--- config.mk ---
export PLATFORM = sky130hd
export DESIGN_NAME = sfifo_burst_drain
export DESIGN_NICKNAME = d
export VERILOG_FILES = /design/src/rtl/sfifo_ctrl_pkg.sv /design/src/rtl/burst_idle_timer.sv /design/src/rtl/sfifo_burst_drain.sv
export SDC_FILE = /design/constraint.sdc
export NUM_CORES = 1
export LEC_CHECK = 0
export BUFFER_PORTS_ARGS = -buffer_cell sky130_fd_sc_hd__buf_2
export CAP_MARGIN = 20
export CORE_UTILIZATION = 40
export CTS_CLUSTER_DIAMETER = 30
export DETAILED_ROUTE_END_ITERATION = 16
export GPL_TIMING_DRIVEN = 0
export PLACE_DENSITY_LB_ADDON = 0.05
export SYNTH_ARGS = -nofsm -noshare
export SYNTH_HDL_FRONTEND = slang
export SYNTH_SLANG_ARGS = --single-unit
--- constraint.sdc ---
create_clock -name i_clk -period 2.79 [get_ports i_clk]
set_input_delay 0.6975 -clock i_clk [delete_from_list [all_inputs] [get_ports i_clk]]
set_output_delay 0.6975 -clock i_clk [all_outputs]
set_load 0.05 [all_outputs]
--- src/rtl/sfifo_ctrl_pkg.sv ---
// Shared definitions for the threshold-FIFO control blocks: drain FSM states
// and the maximum-burst helper.
package sfifo_ctrl_pkg;

    typedef enum logic {
        S_IDLE  = 1'b0,
        S_BURST = 1'b1
    } drain_state_t;

    // MAXBURST = 1 << LGMAXBURST, usable from any parameterisation.
    function automatic int maxburst(input int lg);
        return 1 << lg;
    endfunction

endpackage

--- src/rtl/burst_idle_timer.sv ---
// Saturating idle counter with clear/enable and a programmable limit;
// a limit of zero means the timeout never fires.
module burst_idle_timer #(
    parameter int W = 8
) (
    input  logic         i_clk,
    input  logic         i_reset_n,
    input  logic         i_clr,
    input  logic         i_en,
    input  logic [W-1:0] i_limit,
    output logic         o_hit
);

    logic [W-1:0] count_q, count_d;

    always_comb begin
        count_d = count_q;
        if (i_clr) begin
            count_d = '0;
        end else if (i_en && (count_q < i_limit)) begin
            count_d = count_q + W'(1);
        end
    end

    always_ff @(posedge i_clk) begin
        if (!i_reset_n) begin
            count_q <= '0;
        end else begin
            count_q <= count_d;
        end
    end

    assign o_hit = (i_limit != '0) && (count_q == i_limit);

endmodule

--- src/rtl/sfifo_burst_drain.sv ---
// Drain controller: turns FIFO fill level, idle timeout and flush requests
// into bounded bursts on a valid/ready stream fed from the FIFO head.
module sfifo_burst_drain
    import sfifo_ctrl_pkg::*;
#(
    parameter int BW         = 8,
    parameter int LGFLEN     = 4,
    parameter int LGMAXBURST = 4,
    parameter int LGTIMEOUT  = 8
) (
    input  logic              i_clk,
    input  logic              i_reset_n,
    input  logic              i_en,
    input  logic [LGFLEN:0]   i_threshold,
    input  logic [LGTIMEOUT-1:0] i_timeout,
    input  logic              i_flush,
    input  logic [LGFLEN:0]   i_fill,
    input  logic              i_empty,
    input  logic [BW-1:0]     i_fdata,
    output logic              o_rd,
    output logic              o_valid,
    input  logic              i_ready,
    output logic [BW-1:0]     o_data,
    output logic              o_last,
    output logic              o_busy
);

    localparam int                LENW     = LGMAXBURST + 1;
    localparam int                MAXBURST = maxburst(LGMAXBURST);
    localparam logic [LGFLEN:0]   MAXFILL  = (LGFLEN + 1)'(MAXBURST);

    drain_state_t    state_q, state_d;
    logic [LENW-1:0] len_q, len_d;
    logic            flush_q, flush_d;

    logic flush_pend;
    logic thr_hit;
    logic to_hit;
    logic trigger;
    logic start;
    logic timer_clr;
    logic timer_en;

    assign flush_pend = flush_q || i_flush;
    assign thr_hit    = (i_threshold != '0) && (i_fill >= i_threshold);
    assign trigger    = i_en && !i_empty && (thr_hit || to_hit || flush_pend);

    // Timer only runs while idle with data waiting and nothing else firing.
    assign timer_clr  = (state_q != S_IDLE) || i_empty || start;
    assign timer_en   = (state_q == S_IDLE) && !i_empty && !trigger;

    burst_idle_timer #(
        .W (LGTIMEOUT)
    ) u_timer (
        .i_clk     (i_clk),
        .i_reset_n (i_reset_n),
        .i_clr     (timer_clr),
        .i_en      (timer_en),
        .i_limit   (i_timeout),
        .o_hit     (to_hit)
    );

    always_comb begin
        state_d = state_q;
        len_d   = len_q;
        flush_d = flush_pend;
        start   = 1'b0;
        o_valid = 1'b0;
        o_busy  = 1'b0;
        o_last  = 1'b0;
        o_rd    = 1'b0;
        case (state_q)
            S_IDLE: begin
                if (trigger) begin
                    start   = 1'b1;
                    state_d = S_BURST;
                    flush_d = 1'b0;
                    len_d   = (i_fill >= MAXFILL) ? LENW'(MAXBURST) : i_fill[LENW-1:0];
                end
            end
            S_BURST: begin
                o_valid = 1'b1;
                o_busy  = 1'b1;
                o_last  = (len_q == LENW'(1));
                // FIFO pops only on handshake, so the head word stays put while stalled.
                o_rd    = i_ready;
                if (i_ready) begin
                    len_d = len_q - LENW'(1);
                    if (len_q == LENW'(1)) begin
                        state_d = S_IDLE;
                    end
                end
            end
            default: state_d = S_IDLE;
        endcase
    end

    always_ff @(posedge i_clk) begin
        if (!i_reset_n) begin
            state_q <= S_IDLE;
            len_q   <= '0;
            flush_q <= 1'b0;
        end else begin
            state_q <= state_d;
            len_q   <= len_d;
            flush_q <= flush_d;
        end
    end

    assign o_data = i_fdata;

endmodule

Word level (Yosys, flattened, before mapping)
Cells that the tools add are included.

Register bits: 15. Bits of input ports: 32. Output and inout port bits: 12.

$add $sub $neg: 2. Order comparisons: 3. Eq/ne operators: 4. Multiplexer cells: 14. Bitwise operators: 2. Reductions and logical operators: 18.

Operator list (count): $mux 5 (3); $pmux 5 s2 (1); $mux 1 (9); $add 8x1->8 const B (1); $eq 8x8->1 (1); $lt 8x8->1 (1); $reduce_bool 8->1 (1); $logic_and 1x1->1 (7); $eq 5x1->1 const B (1); $ge 5x5->1 (1); $ge 5x5->1 const B (1); $logic_or 1x1->1 (5); $reduce_bool 5->1 (1); $sub 5x1->5 const B (1); $ne 2x2->1 const B (2); $logic_not 1->1 (2); $not 1->1 (2); $pmux 1 s2 (1); $reduce_and 2->1 (1); $reduce_or 2->1 (1).

Logic depth before layout (Yosys ltp)
Word-level depth: 9. Depth in mapped cells: 8. Depth with buffers taken out: 8.

Hierarchy
A second synthesis with hierarchy kept.

Cells, all modules: 159. Area, all modules: 1280.0 um^2.

Modules (own cells, without submodules): sfifo_burst_drain (instances 1, cells an instance 83, area each 660.6 um^2, sequential area each 140.1 um^2); burst_idle_timer (instances 1, cells an instance 76, area each 619.3 um^2, sequential area each 160.2 um^2).

Least setup slack after synthesis
No wires, ideal clock.

Kind: register to output. Start: reg state_q. End: out o_last. Data arrival time: 1.581 ns. Path slack: 0.512 ns. Cell stages (with the launch flop): 4. Cells stage by stage: dfxtp_1 -> buf_6 -> nand2_1 -> nor2_1.

Longest elaborated chain between the ends: 1.

Ends and longest elaborated chain: from (decl) (RTL line sfifo_burst_drain.sv:32) `drain_state_t state_q, state_d;`; from (signal assigned) (RTL line sfifo_burst_drain.sv:104) `state_q <= state_d;`; $mux 1 (RTL line sfifo_burst_drain.sv:72) `case (state_q)`; to (decl) (RTL line sfifo_burst_drain.sv:24) `output logic o_last,`.

Every way passes these cells.

Worst setup path after layout
Start: in i_timeout[7]. End: reg u_timer.count_q[7].

Longest elaborated chain between the ends: 9. Elaborated cells between the ends (all ways): 14.

Ends and longest elaborated chain: from (decl) (RTL line sfifo_burst_drain.sv:15) `input logic [LGTIMEOUT-1:0] i_timeout,`; $eq 8x8->1 / $reduce_bool 8->1 (equally long branches) (RTL line burst_idle_timer.sv:33) `assign o_hit = (i_limit != '0) && (count_q == i_limit);`; $logic_and 1x1->1 (RTL line burst_idle_timer.sv:33); $logic_or 1x1->1 (2 in series) (RTL line sfifo_burst_drain.sv:46) `assign trigger = i_en && !i_empty && (thr_hit || to_hit || flush_pend);`; $logic_and 1x1->1 (RTL line sfifo_burst_drain.sv:46); $mux 1 (RTL line sfifo_burst_drain.sv:74) `if (trigger) begin`; $mux 1 (RTL line sfifo_burst_drain.sv:72); $logic_or 1x1->1 (RTL line sfifo_burst_drain.sv:49) `assign timer_clr = (state_q != S_IDLE) || i_empty || start;`; $reduce_or 2->1 (no source line); to (signal assigned) (RTL line burst_idle_timer.sv:29) `count_q <= count_d;`; to (decl) (RTL line burst_idle_timer.sv:14) `logic [W-1:0] count_q, count_d;`.

Parallel ways exist; a longest one is shown, timed or not. A chain may end at the register's enable or synchronous reset.

==> metrics.md <==
| Metric | Value |
|---|---|
| Final clock skew | 0.00244 ns |
| Top cell type's share of synthesized area | 24.2% |
| Hold-fix buffers, CTS | 0 |
| YS warnings | 0 |
| CTS Buffer Depth | 2 |
| Vias/cell | around 5.3 |
| Maximum vdd drop | 0.232 mV |
| Core Rows | 19 |
| Placed cells | 223 |
| Maximum number of pins on one net before global-route repair | 11 |
| Post-layout min period | 2.31 ns |
| Vias in the first global route | ~1200 |
| Slew HR | 57.5% |
| Bufs and invs on worst path | 2 |
| Worst Reg2Reg Path Length in Cells | 7 |
| Most numerous cell in the Yosys netlist | inv_1 |
| Core area | 2850 sq um |
| Worst Hold End | len_q[4]$_SDFFE_PN0P_ |
| Final hold slack | 0.478 ns |
| Ys async rst share | 0% |
| Chip height | 57.7 um |
| Die width | 57.7 um |
| Lkg Pwr | approximately 0.70 nW |
| CTS tree | yes |
| Footprint of the multi-input gates | 777 sq um |
| Num ports | 44 |
| Status | complete, but fails checks |
| CP top delay family | compound AO/OA/AOI/OAI gates |
| Worst-path fanout max | 8 |
| Synth top area cells | dfxtp_1 24%, ha_1 16%, inv_1 5.8%, buf_4 5.5%, xnor2_1 4.9% |
| Top cells by count, synth | 19 x inv_1, 16 x ha_1, 16 x nor2_1 |
| Critical path arrival | 2.47 ns |
| Register bit count reported by yosys | 15 |
| RSZ-0062 raised after global routing | false |
| Crit path cell chain | buf_2 -> inv_1 -> ha_1 -> nand4_1 -> a211oi_2 -> nor3_1 -> o21a_1 -> o211ai_1 -> nor2_1 |
| DIE AREA | 3320 sq um |
| Max Clk Rate | about 0.43 GHz |
| Max-cap viol count | 0 |
| CP max-delay cell | o211ai_1 |
| Vias | around 1200 |
| Initial Util | 43.4% |
| Antenna diodes | 0 |
| Hold Crit Depth | 2 |
| Drt drc | 3 |
| Worst-path clk slew | 0.09 ns |
| Startpoint Class | input pin |
| R2R Setup Slk | 0.64 ns |
| Setup repair bufs after CTS | 0 |
| Mapped Cells | 157 |
| Post-synthesis mux area share | less than 1% |
| Compound-Gate Fraction of Synth Area | 16.8% |
| Fillcell total | ~310 |
| DR iter-0 viols | 25 |
| CP endpoint kind | register |
| Synth unique cells | 37 |
| Final Max Tran Viols | 0 |
| Grt ovf | 0 |
| Worst r2r dst | u_timer.count_q[7]$_SDFFE_PP0P_ |
| Failing checks | design-rule violations |
| Syn_area_per_cell | 7.89 sq um |
| Synth Area in Simple Gates | between 20% and 30% |
| CP max stage delay | around 0.53 ns |
| Register area share after synthesis | approximately 24% |
| Final std cells w/o fill | 227 |
| Clock latency on the worst-skew pair | 0.29 ns |
| Post-layout nets | 245 |
| Largest family of logic cells by synthesized area | simple AND/OR/NAND/NOR gates |
| Total Neg Setup Slack | 0 ns |
| ANT nets after route | 0 |
| Final wirelength | between 2000 and 3000 um |
| Per-cell routed wire length | 11.6 um |
| Final Hold Vio Count | 0 |
| CTS root buf | clkbuf_4 |
| Predominant post-synthesis flop cell | dfxtp_1 |
| First-pass GRT wire length | 4550 um |
| Register area | 300 sq um |
| Setup Crit Path Kind | input pin to register |
| Final setup viols | 0 |
| Final worst-path cycle share | 82.6% |
| Start point of the worst hold path | len_q[4]$_SDFFE_PN0P_ |
| Worst Path Required | between 2 and 3 ns |
| Min-delay worst type | register to register |
| Post-DP HPWL | 2200 um |
| CTS buffer count | 3 |
| Worst-Margin Slew | 0.635 ns |
| CTS sink cnt | 15 |
| Initial antenna violation count | 0 |
| PortBufs | 35 |
| All-Layer GR Usage | between 10% and 20% |
| DR pass1 iterations | 10 |
| Synth area leader | dfxtp_1 |
| Synth Net Count | 205 |
| Reg2reg start | u_timer.count_q[5]$_SDFFE_PP0P_ |
| Routability cong. | 0.879 |
| Share of cells above drive strength 1 | approximately 29% |
| Post-Synth XOR/XNOR Area | around 5.7% |
| Synthesis-to-layout area growth | 19.5% |
| Mapped cell area | 1240 sq um |
| EDFF count, synth | 0 |
| PostCTS Resize Cnt | 0 |
| Pwr dens | between 300 and 400 nW/um^2 |
| Number of H-tree levels | 1 |
| Adder-cell share of the synthesized area | between 10% and 20% |
how the worst max path moves through the flow:
stage,cells after the start,startpoint,slack [ns],end
after floorplan,3,state_q$_SDFF_PN0_,0.51,o_last
after global placement,9,i_timeout[7],0.19,u_timer.count_q[4]$_SDFFE_PP0P_
after detailed placement,9,i_timeout[7],0.12,u_timer.count_q[7]$_SDFFE_PP0P_
after CTS,9,i_timeout[7],0.44,u_timer.count_q[7]$_SDFFE_PP0P_
after global routing,9,i_timeout[7],0.28,u_timer.count_q[6]$_SDFFE_PP0P_
final,9,i_timeout[7],0.48,u_timer.count_q[7]$_SDFFE_PP0P_
state kept, by name, indices dropped and copies added (netlist names):
name,count
u_timer.count_q,8
len_q,5
flush_q,1
state_q,1
cell families (layout without fill, tap and decap cells):
logic type | count (synthesis) | count (layout)
muxes | 1 | 1
buffers and inverters | 30 | 69
DFF | 15 | 15
xor gates and xnor gates | 8 | 8
AOI/OAI and AO/OA | 30 | 30
and+or+nand+nor | 57 | 57
adders and majority gates | 16 | 16
cell type report:
class	instances	area share, %
Buffer	11	6.09
Inverter	19	4.82
Clock buffer	3	1.52
Sequential cell	15	20.3
Tap cell	31	2.62
Clock inverter	1	0.338
Timing Repair Buffer	35	11.8
Multi-Input combinational cell	112	52.5
power by group:
| part | internal (mW) | total, mW | switching [mW] |
|---|---|---|---|
| clock network | 0.0534 | 0.130 | 0.0766 |
| logic | 0.0676 | 0.165 | 0.0970 |
| registers | 0.223 | 0.230 | 0.00775 |
per-stage QoR:
stage	instance area, sq um	total power [mW]	setup WS [ns]	utilization (%)
after floorplan	1240	0.354	0.512	-
after global placement	1450	0.397	0.189	50.9
after detailed placement	1450	0.401	0.122	50.9
after CTS	1480	0.533	0.438	51.9
after global routing	1480	0.559	0.276	51.9
final	1480	0.525	0.484	51.9
worst reg2reg max path: stages (launching register included):
cell and delay, ns:
dfxtp_1 0.37, ha_1 0.32, nand4_1 0.13, a211oi_2 0.33, nor3_1 0.08, o21a_1 0.14, o211ai_1 0.53, nor2_1 0.11
per-layer routing:
layer  up-vias  routed length [um]  track usage (%)
li1        620                   -                -
met1       543                1060             16.7
met2        31                1420             36.5
met3         2                 137             4.69
met4         0                   8             3.06
met5         -                   0                0
cells in the final DEF (no fill, tap or decap), types with 3 or more instances in the layout:
cell,count
o21ai_1,3
nor3_1,4
buf_2,35
o21ai_0,5
buf_4,9
nor2_1,16
xnor2_1,7
nand3_1,8
a21oi_1,8
nor4_1,5
clkbuf_4,3
nand4_1,4
nand2_1,10
dfxtp_1,15
inv_1,19
ha_1,16
(Power assumes the default switching activity.)
